[src/rtl/mc_hst_seq_if.sv]
// rtl/mc_hst_seq_if.sv - host/memory handshake bundle for the host request sequencer
interface mc_hst_seq_if;
  logic        hst_arb_req;
  logic [22:0] hst_arb_addr;
  logic [1:0]  hst_arb_page;
  logic        hst_arb_read;
  logic        arb_busy;
  logic        hst_gnt;
  logic        mem_req;
  logic        mem_ack;
  logic [22:0] mem_addr;
  logic [1:0]  mem_len;
  logic        mem_read;
  logic        rd_valid;
  logic        wr_ready;
  logic        rc_push_en;
  logic        rc_pop_en;
  logic        seq_idle;
  logic        seq_err;
  logic        err_clr;

  modport master (
    input  hst_arb_req, hst_arb_addr, hst_arb_page, hst_arb_read, arb_busy,
    input  mem_ack, rd_valid, wr_ready, err_clr,
    output hst_gnt, mem_req, mem_addr, mem_len, mem_read,
    output rc_push_en, rc_pop_en, seq_idle, seq_err
  );

  modport slave (
    output hst_arb_req, hst_arb_addr, hst_arb_page, hst_arb_read, arb_busy,
    output mem_ack, rd_valid, wr_ready, err_clr,
    input  hst_gnt, mem_req, mem_addr, mem_len, mem_read,
    input  rc_push_en, rc_pop_en, seq_idle, seq_err
  );
endinterface

[src/rtl/mc_hst_seq.sv]
// rtl/mc_hst_seq.sv - grants host requests, issues one burst command each, strobes beats back to the host stage
module mc_hst_seq #(
  parameter int TO_W      = 8,
  parameter int TO_CYCLES = 255
) (
  input  logic         mclock,
  input  logic         reset,
  mc_hst_seq_if.master bus
);

  typedef enum logic [2:0] {
    S_IDLE,
    S_GRANT,
    S_CMD,
    S_DATA,
    S_DONE
  } state_t;

  localparam logic [TO_W-1:0] WD_LAST = TO_W'(TO_CYCLES - 1);

  state_t          state_q, state_d;
  logic [22:0]     addr_q, addr_d;
  logic [1:0]      len_q, len_d;
  logic            read_q, read_d;
  logic [1:0]      beat_q, beat_d;
  logic [TO_W-1:0] wd_q, wd_d;
  logic            pad_q, pad_d;
  logic            push_q, push_d;
  logic            pop_q, pop_d;
  logic            err_q, err_d;
  logic            err_set;
  logic            rd_ok;
  logic            wr_ok;

  always_comb begin
    state_d = state_q;
    addr_d  = addr_q;
    len_d   = len_q;
    read_d  = read_q;
    beat_d  = beat_q;
    wd_d    = wd_q;
    pad_d   = pad_q;
    push_d  = 1'b0;
    pop_d   = 1'b0;
    err_set = 1'b0;
    rd_ok   = 1'b0;
    wr_ok   = 1'b0;

    case (state_q)
      S_IDLE: begin
        if (bus.hst_arb_req && !bus.arb_busy) begin
          state_d = S_GRANT;
        end
      end
      S_GRANT: begin
        addr_d  = bus.hst_arb_addr;
        len_d   = bus.hst_arb_page;
        read_d  = bus.hst_arb_read;
        state_d = S_CMD;
      end
      S_CMD: begin
        if (bus.mem_ack) begin
          beat_d  = 2'd0;
          wd_d    = '0;
          pad_d   = 1'b0;
          state_d = S_DATA;
        end
      end
      S_DATA: begin
        if (pad_q) begin
          // Timed-out read: synthesize the missing beats one per cycle.
          push_d = 1'b1;
          beat_d = beat_q + 2'd1;
          if (beat_q == len_q) begin
            pad_d   = 1'b0;
            state_d = S_DONE;
          end
        end else if (read_q ? bus.rd_valid : bus.wr_ready) begin
          rd_ok  = read_q;
          wr_ok  = !read_q;
          push_d = read_q;
          pop_d  = !read_q;
          beat_d = beat_q + 2'd1;
          wd_d   = '0;
          if (beat_q == len_q) begin
            state_d = S_DONE;
          end
        end else if (wd_q == WD_LAST) begin
          err_set = 1'b1;
          wd_d    = '0;
          if (read_q) begin
            pad_d = 1'b1;
          end else begin
            state_d = S_DONE;
          end
        end else begin
          wd_d = wd_q + TO_W'(1);
        end
      end
      S_DONE: begin
        state_d = S_IDLE;
      end
      default: begin
        state_d = S_IDLE;
      end
    endcase

    // Any beat not consumed above is stray.
    if (bus.rd_valid && !rd_ok) begin
      err_set = 1'b1;
    end
    if (bus.wr_ready && !wr_ok) begin
      err_set = 1'b1;
    end

    if (err_set) begin
      err_d = 1'b1;
    end else if (bus.err_clr) begin
      err_d = 1'b0;
    end else begin
      err_d = err_q;
    end
  end

  always_ff @(posedge mclock or posedge reset) begin
    if (reset) begin
      state_q <= S_IDLE;
      addr_q  <= '0;
      len_q   <= '0;
      read_q  <= 1'b0;
      beat_q  <= '0;
      wd_q    <= '0;
      pad_q   <= 1'b0;
      push_q  <= 1'b0;
      pop_q   <= 1'b0;
      err_q   <= 1'b0;
    end else begin
      state_q <= state_d;
      addr_q  <= addr_d;
      len_q   <= len_d;
      read_q  <= read_d;
      beat_q  <= beat_d;
      wd_q    <= wd_d;
      pad_q   <= pad_d;
      push_q  <= push_d;
      pop_q   <= pop_d;
      err_q   <= err_d;
    end
  end

  assign bus.hst_gnt    = (state_q == S_GRANT);
  assign bus.mem_req    = (state_q == S_CMD);
  assign bus.mem_addr   = addr_q;
  assign bus.mem_len    = len_q;
  assign bus.mem_read   = read_q;
  assign bus.rc_push_en = push_q;
  assign bus.rc_pop_en  = pop_q;
  assign bus.seq_idle   = (state_q == S_IDLE);
  assign bus.seq_err    = err_q;

endmodule

[src/flat_wrapper.sv]
// flat-port wrapper written by rule: the top's interface ports become plain ports
module mc_hst_seq_flat 
#(
  parameter int TO_W      = 8,
  parameter int TO_CYCLES = 255
)
  (mclock, reset, bus_hst_arb_req, bus_hst_arb_addr, bus_hst_arb_page, bus_hst_arb_read, bus_arb_busy, bus_mem_ack, bus_rd_valid, bus_wr_ready, bus_err_clr, bus_hst_gnt, bus_mem_req, bus_mem_addr, bus_mem_len, bus_mem_read, bus_rc_push_en, bus_rc_pop_en, bus_seq_idle, bus_seq_err);
  mc_hst_seq_if bus_i ();
  input  logic mclock;
  input  logic reset;
  input wire logic [$bits(bus_i.hst_arb_req)-1:0] bus_hst_arb_req;
  input wire logic [$bits(bus_i.hst_arb_addr)-1:0] bus_hst_arb_addr;
  input wire logic [$bits(bus_i.hst_arb_page)-1:0] bus_hst_arb_page;
  input wire logic [$bits(bus_i.hst_arb_read)-1:0] bus_hst_arb_read;
  input wire logic [$bits(bus_i.arb_busy)-1:0] bus_arb_busy;
  input wire logic [$bits(bus_i.mem_ack)-1:0] bus_mem_ack;
  input wire logic [$bits(bus_i.rd_valid)-1:0] bus_rd_valid;
  input wire logic [$bits(bus_i.wr_ready)-1:0] bus_wr_ready;
  input wire logic [$bits(bus_i.err_clr)-1:0] bus_err_clr;
  output wire logic [$bits(bus_i.hst_gnt)-1:0] bus_hst_gnt;
  output wire logic [$bits(bus_i.mem_req)-1:0] bus_mem_req;
  output wire logic [$bits(bus_i.mem_addr)-1:0] bus_mem_addr;
  output wire logic [$bits(bus_i.mem_len)-1:0] bus_mem_len;
  output wire logic [$bits(bus_i.mem_read)-1:0] bus_mem_read;
  output wire logic [$bits(bus_i.rc_push_en)-1:0] bus_rc_push_en;
  output wire logic [$bits(bus_i.rc_pop_en)-1:0] bus_rc_pop_en;
  output wire logic [$bits(bus_i.seq_idle)-1:0] bus_seq_idle;
  output wire logic [$bits(bus_i.seq_err)-1:0] bus_seq_err;
  assign bus_i.hst_arb_req = bus_hst_arb_req;
  assign bus_i.hst_arb_addr = bus_hst_arb_addr;
  assign bus_i.hst_arb_page = bus_hst_arb_page;
  assign bus_i.hst_arb_read = bus_hst_arb_read;
  assign bus_i.arb_busy = bus_arb_busy;
  assign bus_i.mem_ack = bus_mem_ack;
  assign bus_i.rd_valid = bus_rd_valid;
  assign bus_i.wr_ready = bus_wr_ready;
  assign bus_i.err_clr = bus_err_clr;
  assign bus_hst_gnt = bus_i.hst_gnt;
  assign bus_mem_req = bus_i.mem_req;
  assign bus_mem_addr = bus_i.mem_addr;
  assign bus_mem_len = bus_i.mem_len;
  assign bus_mem_read = bus_i.mem_read;
  assign bus_rc_push_en = bus_i.rc_push_en;
  assign bus_rc_pop_en = bus_i.rc_pop_en;
  assign bus_seq_idle = bus_i.seq_idle;
  assign bus_seq_err = bus_i.seq_err;
  mc_hst_seq #(.TO_W(TO_W), .TO_CYCLES(TO_CYCLES)) u_core (.mclock(mclock), .reset(reset), .bus(bus_i));
endmodule
[config.mk]
export PLATFORM = sky130hd
export DESIGN_NAME = mc_hst_seq_flat
export DESIGN_NICKNAME = d
export VERILOG_FILES = /design/src/rtl/mc_hst_seq_if.sv /design/src/rtl/mc_hst_seq.sv /design/src/flat_wrapper.sv
export SDC_FILE = /design/constraint.sdc
export NUM_CORES = 1
export LEC_CHECK = 0
export CAP_MARGIN = 0
export CORE_ASPECT_RATIO = 2
export CORE_MARGIN = 2
export CORE_UTILIZATION = 40
export CTS_BUF_LIST = sky130_fd_sc_hd__clkbuf_4
export CTS_CLUSTER_SIZE = 14
export DETAILED_ROUTE_END_ITERATION = 16
export GPL_TIMING_DRIVEN = 0
export PLACE_DENSITY_LB_ADDON = 0.08
export SYNTH_ARGS = -nofsm -noshare
export SYNTH_HDL_FRONTEND = slang
export SYNTH_SLANG_ARGS = --single-unit
[constraint.sdc]
create_clock -name mclock -period 4.35 [get_ports mclock]
set_clock_uncertainty 0.05 [all_clocks]
set_input_delay 0.435 -clock mclock [delete_from_list [all_inputs] [get_ports mclock]]
set_output_delay 0.435 -clock mclock [all_outputs]
set_load 0.02 [all_outputs]
==> flow_metrics.tcl <==
set metrics [dict create \
    finalNetCount 273 \
    synthDistinctLibCells 42 \
    io_pins 66 \
    wl_per_cell_um 15.1 \
    fin_area_um2 2840 \
    synthCells 165 \
    die_h_um 105 \
    synth_top_area_share_pct 52.8 \
    worstSetupEndpoint "bus_hst_gnt" \
    yosysMostFrequentCell "dfrtp_1" \
    period_share_pct 64.3 \
    post_dp_cell_area_um2 2760 \
    drtPass1Iterations 4 \
    rsz0062_at_grt "false" \
    antenna_found_initial 0 \
    cts_made_buffers 5 \
    dieArea_um2 5720 \
    worstPathMaxFanout 10 \
    clk_pin_slew_worst_paths_ns 0.13 \
    status "complete, no violations" \
    r2r_slack_ns 2.43 \
    utilization_pct 57.8 \
    synth_commonest_cells "43 x dfrtp_1, 28 x mux2_2, 9 x nor2_1, 7 x a21oi_1" \
    track_usage_pct 17.0 \
    power-per-cell-area_nw_per_um2 702 \
    rr_worst_depth 4 \
    peakVddDrop_mv 0.424 \
    drive_above_1_share_pct 20.6 \
    via_count 1558 \
    ctsHtreeMaxLevel 2 \
    setup_viol 0 \
    io_buffers 65 \
    via_per_inst 5.28 \
    synthArstFlopShare_pct 100 \
    required_ns 3.87 \
    cp-start-kind "flip-flop" \
    post-route-min-period_ns 2.80 \
    r2r-end "u_core.state_q[2]" \
    synth_edf_count 0 \
    grt_max_degree 44 \
    drt_iter0_drc 23 \
    grt_pass1_wl_um 7200 \
    diodes 0 \
    hold_buffers 0 \
    core-area_um2 4910 \
    post_cts_buffers 0 \
    hold_class "reg2reg" \
    hold_violations 0 \
    gr-total-overflow 0 \
    clk_path_buf_depth 2 \
    rr_startpoint "u_core.state_q[1]" \
    ys_seq_area_share_pct 52.8 \
    synth_area_leaders "dfrtp_1 53%, mux2_2 15%, a21oi_1 1.7%" \
    row_count 36 \
    arrival_ns 2.31 \
    fin_cells 295 \
    cts_tree "done" \
    place_congestion 0.862 \
    synthFlopType "dfrtp_1" \
    start_util_pct 41.5 \
    area_growth_pct 39.2 \
    cts.sinks 43 \
    leakage_nw 1.19 \
    die_x_um 54.5 \
    worst_pin_slew_ns 0.854 \
    ant_nets 0 \
    drc 0 \
    drt-total-wl_um 4470 \
    dp_cells 287 \
    slew_violations 0 \
    syn_area_per_cell_um2 12.4 \
    end_kind "output pin" \
    worstSetupStartpoint "u_core.state_q[1]" \
    grt_pass1_vias 1563 \
    clock_latency_ns 0.35 \
    synth_area_um2 2040 \
    max_freq_mhz 357 \
    maxCapViolCount 0 \
    setup_tns_ns 0 \
    cts-resized-gates 0 \
    yosys.area.top_type "dfrtp_1" \
    synth_seq_cells 43 \
    relSlewSlack_pct 43.0 \
    ys_warn_count 0 \
    dp.final_hpwl_um 3440 \
    synth_nets 201 \
    finalPower_w 0.00199 \
    cts_root_buf "clkbuf_4" \
    path_class "reg2out" \
]
[per-layer routing]
| metal | vias to the layer above | part of all wire [%] | global-route usage (%) |
|---|---|---|---|
| li1 | 750 | - | - |
| met1 | 745 | 37 | 18.5 |
| met2 | 52 | 53 | 29.2 |
| met3 | 11 | 6.9 | 3.71 |
| met4 | 0 | 2.7 | 7.86 |
| met5 | - | 0 | 0 |
[report_power, final]
part	internal, W	leakage [nW]	switching (W)
sequential	0.000563	0.529	0.000112
combinational	0.000553	0.619	0.000519
clock	0.000118	0.0426	0.000125
total	0.00123	1.19	0.000756
[cells by family (layout without fill, tap and decap cells)]
family / after synthesis / in the layout / synth area share (%)
flops: 43 / 43 / 52.8
xor+xnor: 2 / 2 / 0.860
simple gates: 39 / 39 / 12.1
mux: 31 / 31 / 17.2
compound gates: 36 / 36 / 12.8
buf+inv: 12 / 85 / 3.01
fa+ha+maj: 2 / 2 / 1.23
[through the flow]
step / worst slack, ns / hold WS, ns
global placement: 1.96 / 0.438
detailed placement: 1.95 / 0.445
floorplan: 2.61 / 0.415
CTS: 1.53 / 0.472
global route: 1.43 / 0.486
finish: 1.55 / 0.466
[cell usage in the layout, fill, tap and decap left out, types with 4 or more instances in the layout]
cell type and count:
nor2_1 9, buf_2 4, clkbuf_4 5, a31oi_1 4
a21oi_1 7, mux2_2 28, nand2_1 4, clkdlybuf4s50_1 65
nor3b_1 4, dfrtp_1 43, nor2b_1 4
[layout make-up]
class | count | area, µm²
Clock inverter | 3 | 38.8
Tap cell | 57 | 71.3
Clock buffer | 5 | 37.5
Buffer | 8 | 46.3
Fill cell | 423 | 2070
Timing Repair Buffer | 65 | 651
Inverter | 4 | 15.0
Sequential cell | 43 | 1080
Multi-Input combinational cell | 110 | 901
[critical path: stages (launching register included)]
cell,delay (ns)
dfrtp_1,0.46
buf_2,0.20
nor3b_1,0.19
buf_2,0.27
buf_4,0.23
clkdlybuf4s50_1,0.62
[sequential cells by signal, indices dropped and copies added, names as in the netlist]
| name | count |
|---|---|
| u_core.bus.rc_push_en | 1 |
| u_core.bus.seq_err | 1 |
| u_core.bus.mem_addr | 23 |
| u_core.pad_q | 1 |
| u_core.bus.mem_len | 2 |
| u_core.wd_q | 8 |
| u_core.state_q | 3 |
| u_core.bus.rc_pop_en | 1 |
| u_core.bus.mem_read | 1 |
| u_core.beat_q | 2 |
[worst min path at each step]
stage                                       start                      end  slack (ns)  depth (start not counted)
after floorplan                    u_core.wd_q[6]           u_core.wd_q[6]        0.42                          1
after global placement             u_core.wd_q[6]           u_core.wd_q[6]        0.44                          1
after detailed placement  u_core.bus.mem_addr[21]  u_core.bus.mem_addr[21]        0.44                          1
after CTS                          u_core.wd_q[7]           u_core.wd_q[7]        0.47                          1
after global routing       u_core.bus.mem_addr[0]   u_core.bus.mem_addr[0]        0.49                          1
final                     u_core.bus.mem_addr[13]  u_core.bus.mem_addr[13]        0.47                          1
Power figures use the tool's default switching activity.
